**config.mk**
```make
export PLATFORM = sky130hd
export DESIGN_NAME = tap_controller
export DESIGN_NICKNAME = d
export VERILOG_FILES = /design/src/rtl/jtag_pkg.sv /design/src/rtl/tap_controller.sv
export SDC_FILE = /design/constraint.sdc
export NUM_CORES = 1
export LEC_CHECK = 0
export BUFFER_PORTS_ARGS = -buffer_cell sky130_fd_sc_hd__buf_2
export CORE_MARGIN = 3
export CORE_UTILIZATION = 35
export CTS_BUF_LIST = sky130_fd_sc_hd__clkbuf_4 sky130_fd_sc_hd__clkbuf_8
export DETAILED_ROUTE_END_ITERATION = 12
export PLACE_DENSITY_LB_ADDON = 0.08
export RECOVER_POWER = 25
export SLEW_MARGIN = 10
export SYNTH_ARGS = -nofsm -noshare
export SYNTH_HDL_FRONTEND = slang
export SYNTH_SLANG_ARGS = --single-unit
```
**constraint.sdc**
```tcl
create_clock -name tck -period 3.4 [get_ports tck]
set_input_delay 0.51 -clock tck [delete_from_list [all_inputs] [get_ports tck]]
set_output_delay 0.51 -clock tck [all_outputs]
set_load 0.02 [all_outputs]
```
**src/rtl/jtag_pkg.sv**
```systemverilog
`default_nettype none
// ============================================================================
//  Module      : jtag_pkg
//  Description : Shared types and constants for the IEEE 1149.1 TAP
//                controller and its downstream IR/DR consumers.
//                  tap_ctrl_fsm_t   - 16-state TAP state encoding (TLR = 0)
//                  TMS_RESET_CYCLES - tms=1 edges that always reach TLR
//  Revision    : 1.0 - initial release
// ============================================================================
package jtag_pkg;

  typedef enum logic [3:0] {
    TEST_LOGIC_RESET = 4'h0,
    RUN_TEST_IDLE    = 4'h1,
    SELECT_DR_SCAN   = 4'h2,
    CAPTURE_DR       = 4'h3,
    SHIFT_DR         = 4'h4,
    EXIT1_DR         = 4'h5,
    PAUSE_DR         = 4'h6,
    EXIT2_DR         = 4'h7,
    UPDATE_DR        = 4'h8,
    SELECT_IR_SCAN   = 4'h9,
    CAPTURE_IR       = 4'hA,
    SHIFT_IR         = 4'hB,
    EXIT1_IR         = 4'hC,
    PAUSE_IR         = 4'hD,
    EXIT2_IR         = 4'hE,
    UPDATE_IR        = 4'hF
  } tap_ctrl_fsm_t;

  localparam int TMS_RESET_CYCLES = 5;

endpackage : jtag_pkg
`default_nettype wire

```
**src/rtl/tap_controller.sv**
```systemverilog
`default_nettype none
// ============================================================================
//  Module      : tap_controller
//  Description : IEEE 1149.1 TAP controller. Advances the 16-state TAP FSM
//                on each tck rising edge from tms, decodes one-hot state
//                strobes for the IR and DR chain, and runs a TMS-high
//                watchdog that cross-checks the 5-clock reset guarantee.
//  Build macro : TAP_STATS_EN - adds UPDATE_DR / UPDATE_IR entry counters
//  Ports       :
//    tck         in   TAP clock, all state changes on rising edge
//    trst        in   synchronous active-high reset (priority over tms)
//    tms         in   test mode select
//    tap_state   out  registered current state (tap_ctrl_fsm_t)
//    tlr .. update_ir  out  one-hot decodes of tap_state
//    upd_dr_cnt  out  UPDATE_DR entries, wraps   (TAP_STATS_EN only)
//    upd_ir_cnt  out  UPDATE_IR entries, wraps   (TAP_STATS_EN only)
//    fsm_err     out  sticky watchdog error, cleared only by trst
//  Parameters  :
//    CNT_W       width of the update counters, legal range 4..32
//  Revision    : 1.0 - initial release
// ============================================================================
module tap_controller
  import jtag_pkg::*;
#(
  parameter int CNT_W = 16
) (
  input  logic                 tck,
  input  logic                 trst,
  input  logic                 tms,
  output tap_ctrl_fsm_t        tap_state,
  output logic                 tlr,
  output logic                 run_idle,
  output logic                 capture_dr,
  output logic                 shift_dr,
  output logic                 update_dr,
  output logic                 capture_ir,
  output logic                 shift_ir,
  output logic                 update_ir,
`ifdef TAP_STATS_EN
  output logic [CNT_W-1:0]     upd_dr_cnt,
  output logic [CNT_W-1:0]     upd_ir_cnt,
`endif
  output logic                 fsm_err
);

  localparam logic [2:0] TMS_HI_MAX = 3'(TMS_RESET_CYCLES);

  generate
    if (CNT_W < 4 || CNT_W > 32) begin : g_cnt_w_check
      $error("tap_controller: CNT_W must be in 4..32");
    end
  endgenerate

  tap_ctrl_fsm_t state_q, state_d;
  logic [2:0]    tms_hi_cnt_q, tms_hi_cnt_d;
  logic          fsm_err_q, fsm_err_d;

  // --------------------------------------------------------------------------
  // Next-state logic
  // --------------------------------------------------------------------------
  always_comb begin
    state_d = TEST_LOGIC_RESET;
    case (state_q)
      TEST_LOGIC_RESET: state_d = tms ? TEST_LOGIC_RESET : RUN_TEST_IDLE;
      RUN_TEST_IDLE:    state_d = tms ? SELECT_DR_SCAN   : RUN_TEST_IDLE;
      SELECT_DR_SCAN:   state_d = tms ? SELECT_IR_SCAN   : CAPTURE_DR;
      CAPTURE_DR:       state_d = tms ? EXIT1_DR         : SHIFT_DR;
      SHIFT_DR:         state_d = tms ? EXIT1_DR         : SHIFT_DR;
      EXIT1_DR:         state_d = tms ? UPDATE_DR        : PAUSE_DR;
      PAUSE_DR:         state_d = tms ? EXIT2_DR         : PAUSE_DR;
      EXIT2_DR:         state_d = tms ? UPDATE_DR        : SHIFT_DR;
      UPDATE_DR:        state_d = tms ? SELECT_DR_SCAN   : RUN_TEST_IDLE;
      SELECT_IR_SCAN:   state_d = tms ? TEST_LOGIC_RESET : CAPTURE_IR;
      CAPTURE_IR:       state_d = tms ? EXIT1_IR         : SHIFT_IR;
      SHIFT_IR:         state_d = tms ? EXIT1_IR         : SHIFT_IR;
      EXIT1_IR:         state_d = tms ? UPDATE_IR        : PAUSE_IR;
      PAUSE_IR:         state_d = tms ? EXIT2_IR         : PAUSE_IR;
      EXIT2_IR:         state_d = tms ? UPDATE_IR        : SHIFT_IR;
      UPDATE_IR:        state_d = tms ? SELECT_DR_SCAN   : RUN_TEST_IDLE;
      default:          state_d = TEST_LOGIC_RESET;
    endcase
  end

  // --------------------------------------------------------------------------
  // Watchdog: consecutive tms=1 count saturating at TMS_RESET_CYCLES.
  // Once the registered count reaches the limit the registered state must
  // already be TLR; anything else is a broken transition table.
  // --------------------------------------------------------------------------
  always_comb begin
    tms_hi_cnt_d = 3'd0;
    if (tms) begin
      tms_hi_cnt_d = (tms_hi_cnt_q == TMS_HI_MAX) ? tms_hi_cnt_q
                                                  : tms_hi_cnt_q + 3'd1;
    end
    fsm_err_d = fsm_err_q |
                ((tms_hi_cnt_q == TMS_HI_MAX) && (state_q != TEST_LOGIC_RESET));
  end

  always_ff @(posedge tck) begin
    if (trst) begin
      state_q      <= TEST_LOGIC_RESET;
      tms_hi_cnt_q <= 3'd0;
      fsm_err_q    <= 1'b0;
    end else begin
      state_q      <= state_d;
      tms_hi_cnt_q <= tms_hi_cnt_d;
      fsm_err_q    <= fsm_err_d;
    end
  end

  // --------------------------------------------------------------------------
  // Optional update-entry counters
  // --------------------------------------------------------------------------
`ifdef TAP_STATS_EN
  logic [CNT_W-1:0] upd_dr_cnt_q, upd_dr_cnt_d;
  logic [CNT_W-1:0] upd_ir_cnt_q, upd_ir_cnt_d;

  always_comb begin
    upd_dr_cnt_d = upd_dr_cnt_q;
    upd_ir_cnt_d = upd_ir_cnt_q;
    if ((state_d == UPDATE_DR) && (state_q != UPDATE_DR)) begin
      upd_dr_cnt_d = upd_dr_cnt_q + 1'b1;
    end
    if ((state_d == UPDATE_IR) && (state_q != UPDATE_IR)) begin
      upd_ir_cnt_d = upd_ir_cnt_q + 1'b1;
    end
  end

  always_ff @(posedge tck) begin
    if (trst) begin
      upd_dr_cnt_q <= '0;
      upd_ir_cnt_q <= '0;
    end else begin
      upd_dr_cnt_q <= upd_dr_cnt_d;
      upd_ir_cnt_q <= upd_ir_cnt_d;
    end
  end

  assign upd_dr_cnt = upd_dr_cnt_q;
  assign upd_ir_cnt = upd_ir_cnt_q;
`endif

  // --------------------------------------------------------------------------
  // Outputs: strobes decode the state register only, so they are glitch-free
  // with respect to tms and carry no extra latency.
  // --------------------------------------------------------------------------
  assign tap_state  = state_q;
  assign tlr        = (state_q == TEST_LOGIC_RESET);
  assign run_idle   = (state_q == RUN_TEST_IDLE);
  assign capture_dr = (state_q == CAPTURE_DR);
  assign shift_dr   = (state_q == SHIFT_DR);
  assign update_dr  = (state_q == UPDATE_DR);
  assign capture_ir = (state_q == CAPTURE_IR);
  assign shift_ir   = (state_q == SHIFT_IR);
  assign update_ir  = (state_q == UPDATE_IR);
  assign fsm_err    = fsm_err_q;

endmodule : tap_controller
`default_nettype wire
```
[Word-level counts from Yosys, hierarchy flattened]
Index checks and enable logic that the tools add are counted.
Cells by class
  eq/ne operators: 16
  add/sub/neg operators: 1
  reduce and logical (&&, ||, !) cells: 7
  mux-type cells: 13
  bitwise logic cells: 2
Operators by type and width (count)
  4-bit one-hot mux with 12 select lines: 1
  4-bit equality test, second input constant: 8
  4-bit by 3-bit equality test with 1-bit output, second input constant: 4
  4-bit two-way mux: 4
  4-bit by 2-bit equality test with 1-bit output, second input constant: 2
  2-bit two-way mux: 3
  3-bit two-way mux: 2
  2-bit OR reduction: 3
  4-bit by 1-bit equality test with 1-bit output, second input constant: 1
  4-bit zero test: 1
  4-bit nonzero test: 1
  3-bit by 1-bit adder with 3-bit output, second input constant: 1
  3-bit equality test, second input constant: 1
  1-bit two-way mux: 3
  3-bit OR reduction: 1
  1-bit logical AND: 1
  1-bit NOT: 1
  1-bit bitwise OR: 1
Storage, ports and cells
  output and inout bits: 13
  word-level logic and storage cells: 42
  input port bits: 3
  bits in registers: 8

[Logic depth before layout (Yosys ltp)]
Gate-level depths: netlist (run 1).
  depth in word-level cells: 3
  gate-level depth with buffers: 5
  depth with buffers taken out: 5

[Worst setup path before layout (run 1)]
Ideal clock, no wire load.
  path kind: flip-flop to output port
  start: register state_q[1] (netlist: tap_state[1])
  end: output port capture_dr
  stages on the path, launching flop included: 4
  path slack: 1.500 ns
  arrival time: 1.390 ns
  path buffers: 1
  cells stage by stage: dfxtp_1 clkbuf_1 nand2_1 nor3_1
On the way
  cells in the longest elaborated chain, start to end: 1
Ends and longest elaborated chain
  start: declaration: line tap_controller.sv:54  | tap_ctrl_fsm_t state_q, state_d;
  start signal: assignment: line tap_controller.sv:105  | state_q <= state_d;
  4-bit by 2-bit equality test with 1-bit output: line tap_controller.sv:150  | assign capture_dr = (state_q == CAPTURE_DR);
  end: declaration: line tap_controller.sv:33  | output logic capture_dr,
No other way between the ends.

[Worst setup path after layout (run 1)]
  start: register state_q[3] (netlist: tap_state[3])
  end: output port capture_ir
On the way
  cells in the longest elaborated chain, start to end: 1
Ends and longest elaborated chain
  4-bit equality test: line tap_controller.sv:153  | assign capture_ir = (state_q == CAPTURE_IR);
  end: declaration: line tap_controller.sv:36  | output logic capture_ir,
No other way between the ends.

==> results of run 1 <==
cell type report:
class                   count  area, µm²  area share
flip-flops and latches      8      160.2      0.2618
multi-input cells          50      321.6      0.5256
clock buffers               3      22.52     0.03681
well taps                  15      18.77     0.03067
repair buffers             15      73.82      0.1207
inverters                   4      15.01     0.02454
metrics by stage:
stage	utilization	hold slack, ps	cells	total power [W]
2_1_floorplan	-	481.3	67	0.0001280
3_3_place_gp	0.4374	447.1	92	0.0001377
3_5_place_dp	0.4374	453.7	92	0.0001375
4_1_cts	0.4541	468.7	95	0.0002124
5_1_grt	0.4532	488.8	95	0.0002209
6_report	0.4532	464.8	95	0.0002076
layer usage:
| metal | global-route usage | vias to the layer above | wire length, µm |
|---|---|---|---|
| met5 | 0 | - | 0 |
| met4 | 0.06024 | 0 | 13 |
| met3 | 0.05691 | 2 | 84 |
| met2 | 0.1777 | 18 | 443 |
| met1 | 0.1723 | 224 | 610 |
| li1 | - | 269 | - |
worst reg2reg max path, stage by stage (launching register included):
cell and delay [ps]:
dfxtp_1 600, or3b_1 400, a2111o_1 430, o311ai_1 90
synthesized netlist by cell type (all sizes together), types with 2 or more instances:
cell type / instances / area (µm²)
a211oi: 2 / 15.01
a21oi: 2 / 10.01
buf: 2 / 10.01
clkbuf: 3 / 11.26
dfxtp: 8 / 160.2
ha: 2 / 25.02
inv: 4 / 15.01
nand2: 5 / 18.77
nand2b: 4 / 25.02
nor2: 7 / 26.28
nor3: 4 / 20.02
nor4: 2 / 12.51
o21a: 3 / 22.52
o21ai: 2 / 10.01
kinds of logic (layout without fill, tap and decap cells):
family / after synthesis / count (layout) / share of synthesized area
AND/OR/NAND/NOR: 30 / 30 / 0.3116
multiplexers: 1 / 1 / 0.01932
adder cells (fa/ha/maj): 2 / 2 / 0.04830
buffers and inverters: 9 / 22 / 0.07004
AO/OA/AOI/OAI: 16 / 16 / 0.2247
flip-flops: 8 / 8 / 0.3092
XOR/XNOR: 1 / 1 / 0.01691
power by group through the flow:
stage                     combinational, W  sequential, W   clock, W
after global placement           0.0000306       0.000107          0
after floorplan                  0.0000238       0.000104          0
after CTS                        0.0000306       0.000105  0.0000766
after global routing             0.0000338       0.000106  0.0000809
final                            0.0000303       0.000105  0.0000721
after detailed placement         0.0000303       0.000107          0
how the worst min path moves through the flow:
stage                                         to                    startpoint  cells after the start
floorplan           tms_hi_cnt_q[2]$_SDFFE_PP0N_  tms_hi_cnt_q[2]$_SDFFE_PP0N_                      2
finish                        fsm_err$_SDFF_PP0_            fsm_err$_SDFF_PP0_                      1
global placement              fsm_err$_SDFF_PP0_            fsm_err$_SDFF_PP0_                      1
CTS                           fsm_err$_SDFF_PP0_            fsm_err$_SDFF_PP0_                      1
global route                  fsm_err$_SDFF_PP0_            fsm_err$_SDFF_PP0_                      1
detailed placement            fsm_err$_SDFF_PP0_            fsm_err$_SDFF_PP0_                      1
sequential cells by signal, summed over array words and instances (netlist names):
name	cells
fsm_err	1
tap_state	4
tms_hi_cnt_q	3
placed cells by master (no fill, tap or decap), types with 2 or more instances in the layout:
cell      count
a21oi_1       2
buf_2        14
ha_1          2
dfxtp_1       8
nand2b_1      4
inv_1         4
clkbuf_4      3
nor2_1        7
nor3_1        4
nand2_1       5
o21a_1        3
o21ai_0       2
nor4_1        2
a211oi_1      2
==> results.md, run 1 <==
- CTS max path bufs: 2
- Via-to-Cell Ratio: 5.400
- Cell family with most CP delay: flip-flops
- Slew Limit Fails: 0
- Synthesized area: 518.0 µm²
- Fmax: 508.7 MHz
- Final setup TNS: 0 ps
- Routed WL: 1151 µm
- Layout cell share with drive strength beyond 1: 0.2250
- Critical path arrival: 1460 ps
- Worst Reg-to-Reg Cells: 3
- Remaining antenna violation count: 0
- Sw frac: 0.2778
- Crit path required time: 2890 ps
- Crit start category: register
- Combinational power share: 0.146
- Register area share after synthesis: 0.3092
- Largest net degree at the start of global routing: 19
- Maximum VDD drop: 0.1601 mV
- Dpl hpwl: 798.6 µm
- Yosys cell types: 31
- Fill cells: 146
- Hold Vio Cnt, Final: 0
- Die Span Y: 44.47 µm
- Rel. slew slack: 0.6581
- PostCTS Resize Cnt: 0
- Worst skew pair latency: 250 ps
- Drt wl/cell: 12.12 µm
- Synth Area per Inst: 7.731 µm²
- Fin nets: 87
- TritonCTS Buffers: 3
- # DRC: 0
- Ys async rst share: 0
- CTS sink cnt: 8
- Vias in the first global route: 436
- Ant diodes: 0
- Post-DP Area: 590.6 µm²
- Post-synth EDFFs: 0
- Crit Path Max Fanout: 17
- First-pass GRT wire length: 1925 µm
- Status: complete, no violations
- Worst Max-Slew Pin Slew: 512.2 ps
- Global placer's final weighted congestion: 0.7617
- H-Tree Depth: 1
- Die footprint: 1978 µm²
- WP buf/inv: 1
- Int Pwr: 0.0001499 W
- Layout area overhead: 18.12%
- CP Class: register to primary output
- Syn_nets: 72
- Final worst slack: 1434 ps
- Via count: 513
- Count of final setup violators: 0
- Core footprint: 1350 µm²
- Initial antenna violation count: 0
- IO Pins: 16
- # rows: 13
- Yosys reg bits: 8
- Cell area after layout: 611.8 µm²
- Setup crit start: tap_state[3]$_SDFF_PP0_
- Worst path depth: 3
- Worst setup endpoint: capture_ir
- Die Width: 44.47 µm
- Hold WC Path Type: register to register
- First-pass DRT Iterations: 4
- Fin crit period: 1966 ps
- Max_cap viols: 0
- PD cells: 339.3 nW/µm²
- Max Clock Skew: 1.168 ps
- Pre-CTS setup slack: 1698 ps
- Seq pwr share: 0.506
- RSZ-0062 raised after global routing: no
- GR Overflow Total: 0
- Critical-path top delay cell: dfxtp_1
- Worst flop-to-flop path endpoint: tap_state[1]$_SDFF_PP0_
- Synth Flop Type: dfxtp_1
- Critical Path, Cell by Cell: nand2b_1 > nor3b_1 > buf_2
- Clk pin slew, worst setup/hold paths: 50 ps
- Synth warnings: 0
- Total track usage: 0.1300
- Reg2reg start: tap_state[2]$_SDFF_PP0_
- CP Capture Type: primary output
- Clk network pwr share: 0.347
- Net switching power: 0.00005767 W
- Root buffer cell: clkbuf_4
- IO Port Bufs: 15
- Lkg Pwr: 0.2693 nW
- # hold bufs at CTS: 0
- Critical Path Max Stage Delay: 620 ps
- Postcts setup bufs: 0
- Final worst path period share: 0.5782
- Initial Utilization: 0.3837
- First DRT Iteration DRCs: 7
- Synth Instances: 67
- TritonCTS clock tree: yes
- R2r setup slk: 1800 ps
(Power assumes the default switching activity.)
==> run 2: changes to the inputs <==
==> constraint.sdc (replaced) <==
create_clock -name tck -period 1.9 [get_ports tck]
set_input_delay 0.285 -clock tck [delete_from_list [all_inputs] [get_ports tck]]
set_output_delay 0.285 -clock tck [all_outputs]
set_load 0.02 [all_outputs]
==> run 2 against run 1 <==
Compared with the run above: non-clock buffer count unchanged; combinational power up 83%; total power increased by 80%; die area did not move; register-to-register slack worse by 1500 ps; sequential share of layout area is 0.30 points higher; largest power group unchanged; clock-buffer cell count unchanged; via count decreased by 1.8%; routed wire length up 4.8%.
==> results.md, run 2 (synthesized netlist as in run 1, its figures left out) <==
- Hold Vio Cnt, Final: 0 (unchanged)
- Core footprint: 1350 µm² (unchanged)
- Root buffer cell: clkbuf_4 (unchanged)
- Layout cell share with drive strength beyond 1: 0.2500 (was 0.2250)
- Ant diodes: 0 (unchanged)
- Sw frac: 0.2804 (was 0.2778)
- Register Area: 162.7 µm² (was 160.2 µm²)
- Routed WL: 1206 µm (was 1151 µm)
- Global placer's final weighted congestion: 0.7467 (was 0.7617)
- Util after Layout: 0.4551 (was 0.4532)
- Critical path arrival: 1390 ps (was 1460 ps)
- Post-DP Area: 590.6 µm² (unchanged)
- Die Span Y: 44.47 µm (unchanged)
- Vias in the first global route: 465 (was 436)
- Max Clock Skew: 3.402 ps (was 1.168 ps)
- # rows: 13 (unchanged)
- Remaining antenna violation count: 0 (unchanged)
- Die Width: 44.47 µm (unchanged)
- IO Port Bufs: 15 (unchanged)
- Net switching power: 0.0001048 W (was 0.00005767 W)
- First-pass GRT wire length: 2132 µm (was 1925 µm)
- TritonCTS clock tree: yes (unchanged)
- Largest net degree at the start of global routing: 19 (unchanged)
- Commonest cells after routing, fill and taps aside: buf_2, nor2_1, dfxtp_1, nand2_1 (was buf_2, dfxtp_1, nor2_1, nand2_1)
- Fin crit period: 1678 ps
- Combinational power share: 0.148 (was 0.146)
- GR Overflow Total: 0 (unchanged)
- H-Tree Depth: 1 (unchanged)
- Count of final setup violators: 0 (unchanged)
- Dpl hpwl: 835.4 µm (was 798.6 µm)
- Drt wl/cell: 12.69 µm (was 12.12 µm)
- Critical Path Max Stage Delay: 460 ps (was 620 ps)
- Hold WC Path Type: input pin to register (was register to register)
- Total design power: 0.0003737 W (was 0.0002076 W)
- Fmax: 595.9 MHz
- Crit start category: register (unchanged)
- CTS max path bufs: 2 (unchanged)
- Rel. slew slack: 0.6654 (was 0.6581)
- Via count: 504 (was 513)
- # hold bufs at CTS: 0 (unchanged)
- CP Capture Type: primary output (unchanged)
- Seq pwr share: 0.504 (was 0.506)
- Critical-path top delay cell: dfxtp_1 (unchanged)
- Worst Max-Slew Pin Slew: 501.3 ps (was 512.2 ps)
- TritonCTS Buffers: 3 (unchanged)
- Maximum VDD drop: 0.3964 mV (was 0.1601 mV)
- Status: complete, no violations (unchanged)
- Clk network pwr share: 0.348 (was 0.347)
- Fin nets: 87 (unchanged)
- RSZ-0062 raised after global routing: no (unchanged)
- Initial Utilization: 0.3837 (unchanged)
- IO Pins: 16 (unchanged)
- Crit path required time: 1620 ps (was 2890 ps)
- Clk pin slew, worst setup/hold paths: 50 ps (about the same)
- Slew Limit Fails: 0 (unchanged)
- Fill cells: 149 (was 146)
- Max_cap viols: 0 (unchanged)
- Total track usage: 0.1442 (was 0.1300)
- Layout area overhead: 18.60% (was 18.12%)
- CP Class: register to primary output (unchanged)
- # DRC: 0 (unchanged)
- Via-to-Cell Ratio: 5.305 (was 5.400)
- Lkg Pwr: 0.2701 nW (was 0.2693 nW)
- Die footprint: 1978 µm² (unchanged)
- First-pass DRT Iterations: 4 (unchanged)
- CTS sink cnt: 8 (unchanged)
- Number of flip-flops in the largest register: 4 (unchanged)
- Final worst path period share: 0.8833
- Critical Path, Cell by Cell: nor4b_1 > buf_2 (was nand2b_1 > nor3b_1 > buf_2)
- Int Pwr: 0.0002689 W (was 0.0001499 W)
- Initial antenna violation count: 0 (unchanged)
- PD cells: 608.3 nW/µm² (was 339.3 nW/µm²)
- Final setup TNS: 0 ps (unchanged)
- Commonest non-fill, non-tap cell in the layout: buf_2 (unchanged)
- Area of the multi-input gates: 321.6 µm² (unchanged)
- Crit Path Max Fanout: 18 (was 17)
- Cell area after layout: 614.3 µm² (was 611.8 µm²)
- Worst skew pair latency: 250 ps (about the same)
- First DRT Iteration DRCs: 7 (unchanged)
run 2: cell counts in the layout (fill, tap and decap cells not counted):
No cell type changed its count.
run 2: final timing paths:
check / from / endpoint / slack [ps] / cells after the start
max reg2reg: tap_state[2]$_SDFF_PP0_ / tap_state[1]$_SDFF_PP0_ / 340 / 3
min reg2reg: fsm_err$_SDFF_PP0_ / fsm_err$_SDFF_PP0_ / 470 / 1
min: trst / tap_state[0]$_SDFF_PP0_ / 270 / 2
max: tap_state[1]$_SDFF_PP0_ / run_idle / 220 / 2
run 2: final cells by class:
type,instances,share of cell area
well taps,15,0.03055
inverters,4,0.02444
repair buffers,15,0.1202
flip-flops and latches,8,0.2648
clock buffers,3,0.03666
multi-input cells,50,0.5234
run 2: stage by stage:
step                      std cells  hold WS (ps)  setup WS [ps]
final                            95         274.8          221.8
after floorplan                  67         357.8          142.7
after global routing             95         266.3          24.36
after global placement           92         446.6          372.1
after detailed placement         92         452.8          354.0
after CTS                        95         267.5          127.4
run 2: what timing repair did:
action / 4_1_cts / 5_1_grt
gates resized for setup: 0 / 2
setup endpoints to repair: 0 / 3
setup buffers: 0 / 0
run 2: critical path: cells and delay by family, from the launching register on:
family	cells	cell delay (ps)
buffers and inverters	1	240
and+or+nand+nor	1	440
DFF	1	460
run 2: power by group through the flow:
stage	Clock (W)	Sequential [W]	Combinational, W
after floorplan	0	0.000186	0.0000426
after global placement	0	0.000191	0.0000545
after detailed placement	0	0.000192	0.0000545
after CTS	0.000138	0.000188	0.0000547
after global routing	0.000145	0.000192	0.0000607
final	0.000130	0.000188	0.0000554
run 2: metal layers:
layer	up-vias	wire [µm]	track usage
met5	-	0	0
met4	0	9	0.05422
met3	2	68	0.04878
met2	14	501	0.2092
met1	223	625	0.1946
li1	265	-	-
==> run 3: changes to the inputs <==
==> constraint.sdc (replaced) <==
create_clock -name tck -period 1.57 [get_ports tck]
set_input_delay 0.2355 -clock tck [delete_from_list [all_inputs] [get_ports tck]]
set_output_delay 0.2355 -clock tck [all_outputs]
set_load 0.02 [all_outputs]
==> run 3 against run 2 <==
Compared with the run above: flip-flop and latch count unchanged; total power rose by 26%; critical path depth rose by 1; via count increased by 5.4%; critical endpoint unchanged; sequential share of layout area is 1.6 points lower; clock skew is 0.80 ps lower; combinational power up 44%; clock power rose by 28%; non-clock buffer count up 4; routed wire length rose by 2.1%; critical path type unchanged.
==> results.md, run 3 (synthesized netlist as in run 1, its figures left out) <==
- Status: complete, no violations (unchanged)
- Via count: 531 (was 504)
- Max_cap viols: 0 (unchanged)
- Maximum VDD drop: 0.3376 mV (was 0.3964 mV)
- Lkg Pwr: 0.2975 nW (was 0.2701 nW)
- # rows: 13 (unchanged)
- Number of flip-flops in the largest register: 4 (unchanged)
- RSZ-0062 raised after global routing: yes (was no)
- Cell family with most CP delay: buffers and inverters (was flip-flops)
- H-Tree Depth: 1 (unchanged)
- Hold Vio Cnt, Final: 0 (unchanged)
- Critical Path Max Stage Delay: 350 ps (was 460 ps)
- First DRT Iteration DRCs: 9 (was 7)
- Slew Limit Fails: 0 (unchanged)
- Count of final setup violators: 0 (unchanged)
- Rel. slew slack: 0.8177 (was 0.6654)
- Hold WC Path Type: input pin to register (unchanged)
- Vias in the first global route: 497 (was 465)
- CP dominant cell by count: buf_4
- Via-to-Cell Ratio: 5.364 (was 5.305)
- CTS max path bufs: 2 (unchanged)
- Total track usage: 0.1489 (was 0.1442)
- First-pass GRT wire length: 2159 µm (was 2132 µm)
- Die Width: 44.47 µm (unchanged)
- Die Span Y: 44.47 µm (unchanged)
- Largest net degree at the start of global routing: 15 (was 19)
- CP Capture Type: primary output (unchanged)
- Root buffer cell: clkbuf_4 (unchanged)
- Fmax: 654.7 MHz
- Final setup TNS: 0 ps (unchanged)
- Crit start category: register (unchanged)
- Core footprint: 1350 µm² (unchanged)
- Post-DP Area: 643.1 µm² (was 590.6 µm²)
- Pre-CTS setup slack: 213.6 ps (was 354.0 ps)
- Drt wl/cell: 12.43 µm (was 12.69 µm)
- Critical-path top delay cell: dfxtp_2 (was dfxtp_1)
- Crit Path Max Fanout: 12 (was 18)
- Worst Max-Slew Pin Slew: 271.2 ps (was 501.3 ps)
- TritonCTS Buffers: 3 (unchanged)
- Fin crit period: 1528 ps
- # DRC: 0 (unchanged)
- Global placer's final weighted congestion: 0.7400 (was 0.7467)
- Worst Hold End: tap_state[0]$_SDFF_PP0_ (unchanged)
- Worst flop-to-flop path endpoint: tap_state[1]$_SDFF_PP0_ (unchanged)
- Util after Layout: 0.4986 (was 0.4551)
- Fin nets: 91 (was 87)
- IO Pins: 16 (unchanged)
- Die footprint: 1978 µm² (unchanged)
- WP buf/inv: 2 (was 1)
- Initial Utilization: 0.3837 (unchanged)
- Worst hold stages: 2 (unchanged)
- Worst skew pair latency: 260 ps (was 250 ps)
- Worst Reg-to-Reg Cells: 3 (unchanged)
- Crit path required time: 1330 ps (was 1620 ps)
- Dpl hpwl: 900.5 µm (was 835.4 µm)
- Final worst path period share: 0.9730
- Reg2reg start: tap_state[1]$_SDFF_PP0_ (was tap_state[2]$_SDFF_PP0_)
- Postcts setup bufs: 0 (unchanged)
- Commonest non-fill, non-tap cell in the layout: buf_2 (unchanged)
- Initial antenna violation count: 0 (unchanged)
- Hold path startpoint: trst (unchanged)
- TritonCTS clock tree: yes (unchanged)
- Critical Path, Cell by Cell: buf_4 > nor4b_2 > buf_4 (was nor4b_1 > buf_2)
- Critical path arrival: 1290 ps (was 1390 ps)
- CP Class: register to primary output (unchanged)
- Commonest cells after routing, fill and taps aside: buf_2, nor2_1, nand2_1, buf_4 (was buf_2, nor2_1, dfxtp_1, nand2_1)
- PD cells: 697.2 nW/µm² (was 608.3 nW/µm²)
- R2r setup slk: 260 ps (was 340 ps)
- Clk pin slew, worst setup/hold paths: 60 ps (was 50 ps)
- Routed WL: 1231 µm (was 1206 µm)
- Ant diodes: 0 (unchanged)
- CTS sink cnt: 8 (unchanged)
- Final worst slack: 42.47 ps (was 221.8 ps)
- IO Port Bufs: 15 (unchanged)
- Remaining antenna violation count: 0 (unchanged)
- First-pass DRT Iterations: 4 (unchanged)
- Layout area overhead: 29.95% (was 18.60%)
- Cell area after layout: 673.1 µm² (was 614.3 µm²)
- Layout cell share with drive strength beyond 1: 0.3452 (was 0.2500)
- GR Overflow Total: 0 (unchanged)
- Max Clock Skew: 2.606 ps (was 3.402 ps)
## run 3: routing by layer
| metal | track usage | up-vias | wire (µm) |
|---|---|---|---|
| li1 | - | 270 | - |
| met1 | 0.2034 | 239 | 625 |
| met2 | 0.2063 | 20 | 518 |
| met3 | 0.04878 | 2 | 80 |
| met4 | 0.07229 | 0 | 6 |
| met5 | 0 | - | 0 |
## run 3: worst max-delay path by stage
stage,startpoint,end,cells after the start
2_1_floorplan,tap_state[1]$_SDFF_PP0_,update_ir,3
3_3_place_gp,tap_state[3]$_SDFF_PP0_,tap_state[1]$_SDFF_PP0_,3
3_5_place_dp,tap_state[0]$_SDFF_PP0_,run_idle,2
4_1_cts,tap_state[3]$_SDFF_PP0_,shift_dr,4
5_1_grt,tap_state[1]$_SDFF_PP0_,run_idle,3
6_report,tap_state[1]$_SDFF_PP0_,run_idle,3
## run 3: what timing repair did
action                                 in CTS  in global routing
hold buffers                                0                  0
setup endpoints to repair                   5                  5
endpoints found under the hold margin       0                  0
gates resized for setup                     2                  4
## run 3: power breakdown
group	total [W]	switching, W	leakage [nW]	internal, W
combinational	0.0000797	0.0000456	0.216	0.0000341
clock	0.000167	0.0000788	0.0138	0.0000881
sequential	0.000223	0.0000136	0.0672	0.000209
total	0.000469	0.000138	0.297	0.000331
## run 3: cell type report
class	count	area (µm²)
timing repair buffer	19	105.1
clock buffer	3	22.52
tap	15	18.77
fill	145	676.9
inverter	4	15.01
multi-input combinational	50	344.1
sequential	8	167.7
## run 3: per-stage QoR
step	hold slack, ps	power (W)	std cells
5_1_grt	217.0	0.0004945	99
6_report	224.5	0.0004693	99
2_1_floorplan	308.3	0.0002812	67
3_3_place_gp	448.2	0.0003064	96
3_5_place_dp	451.9	0.0003067	96
4_1_cts	221.7	0.0004749	99
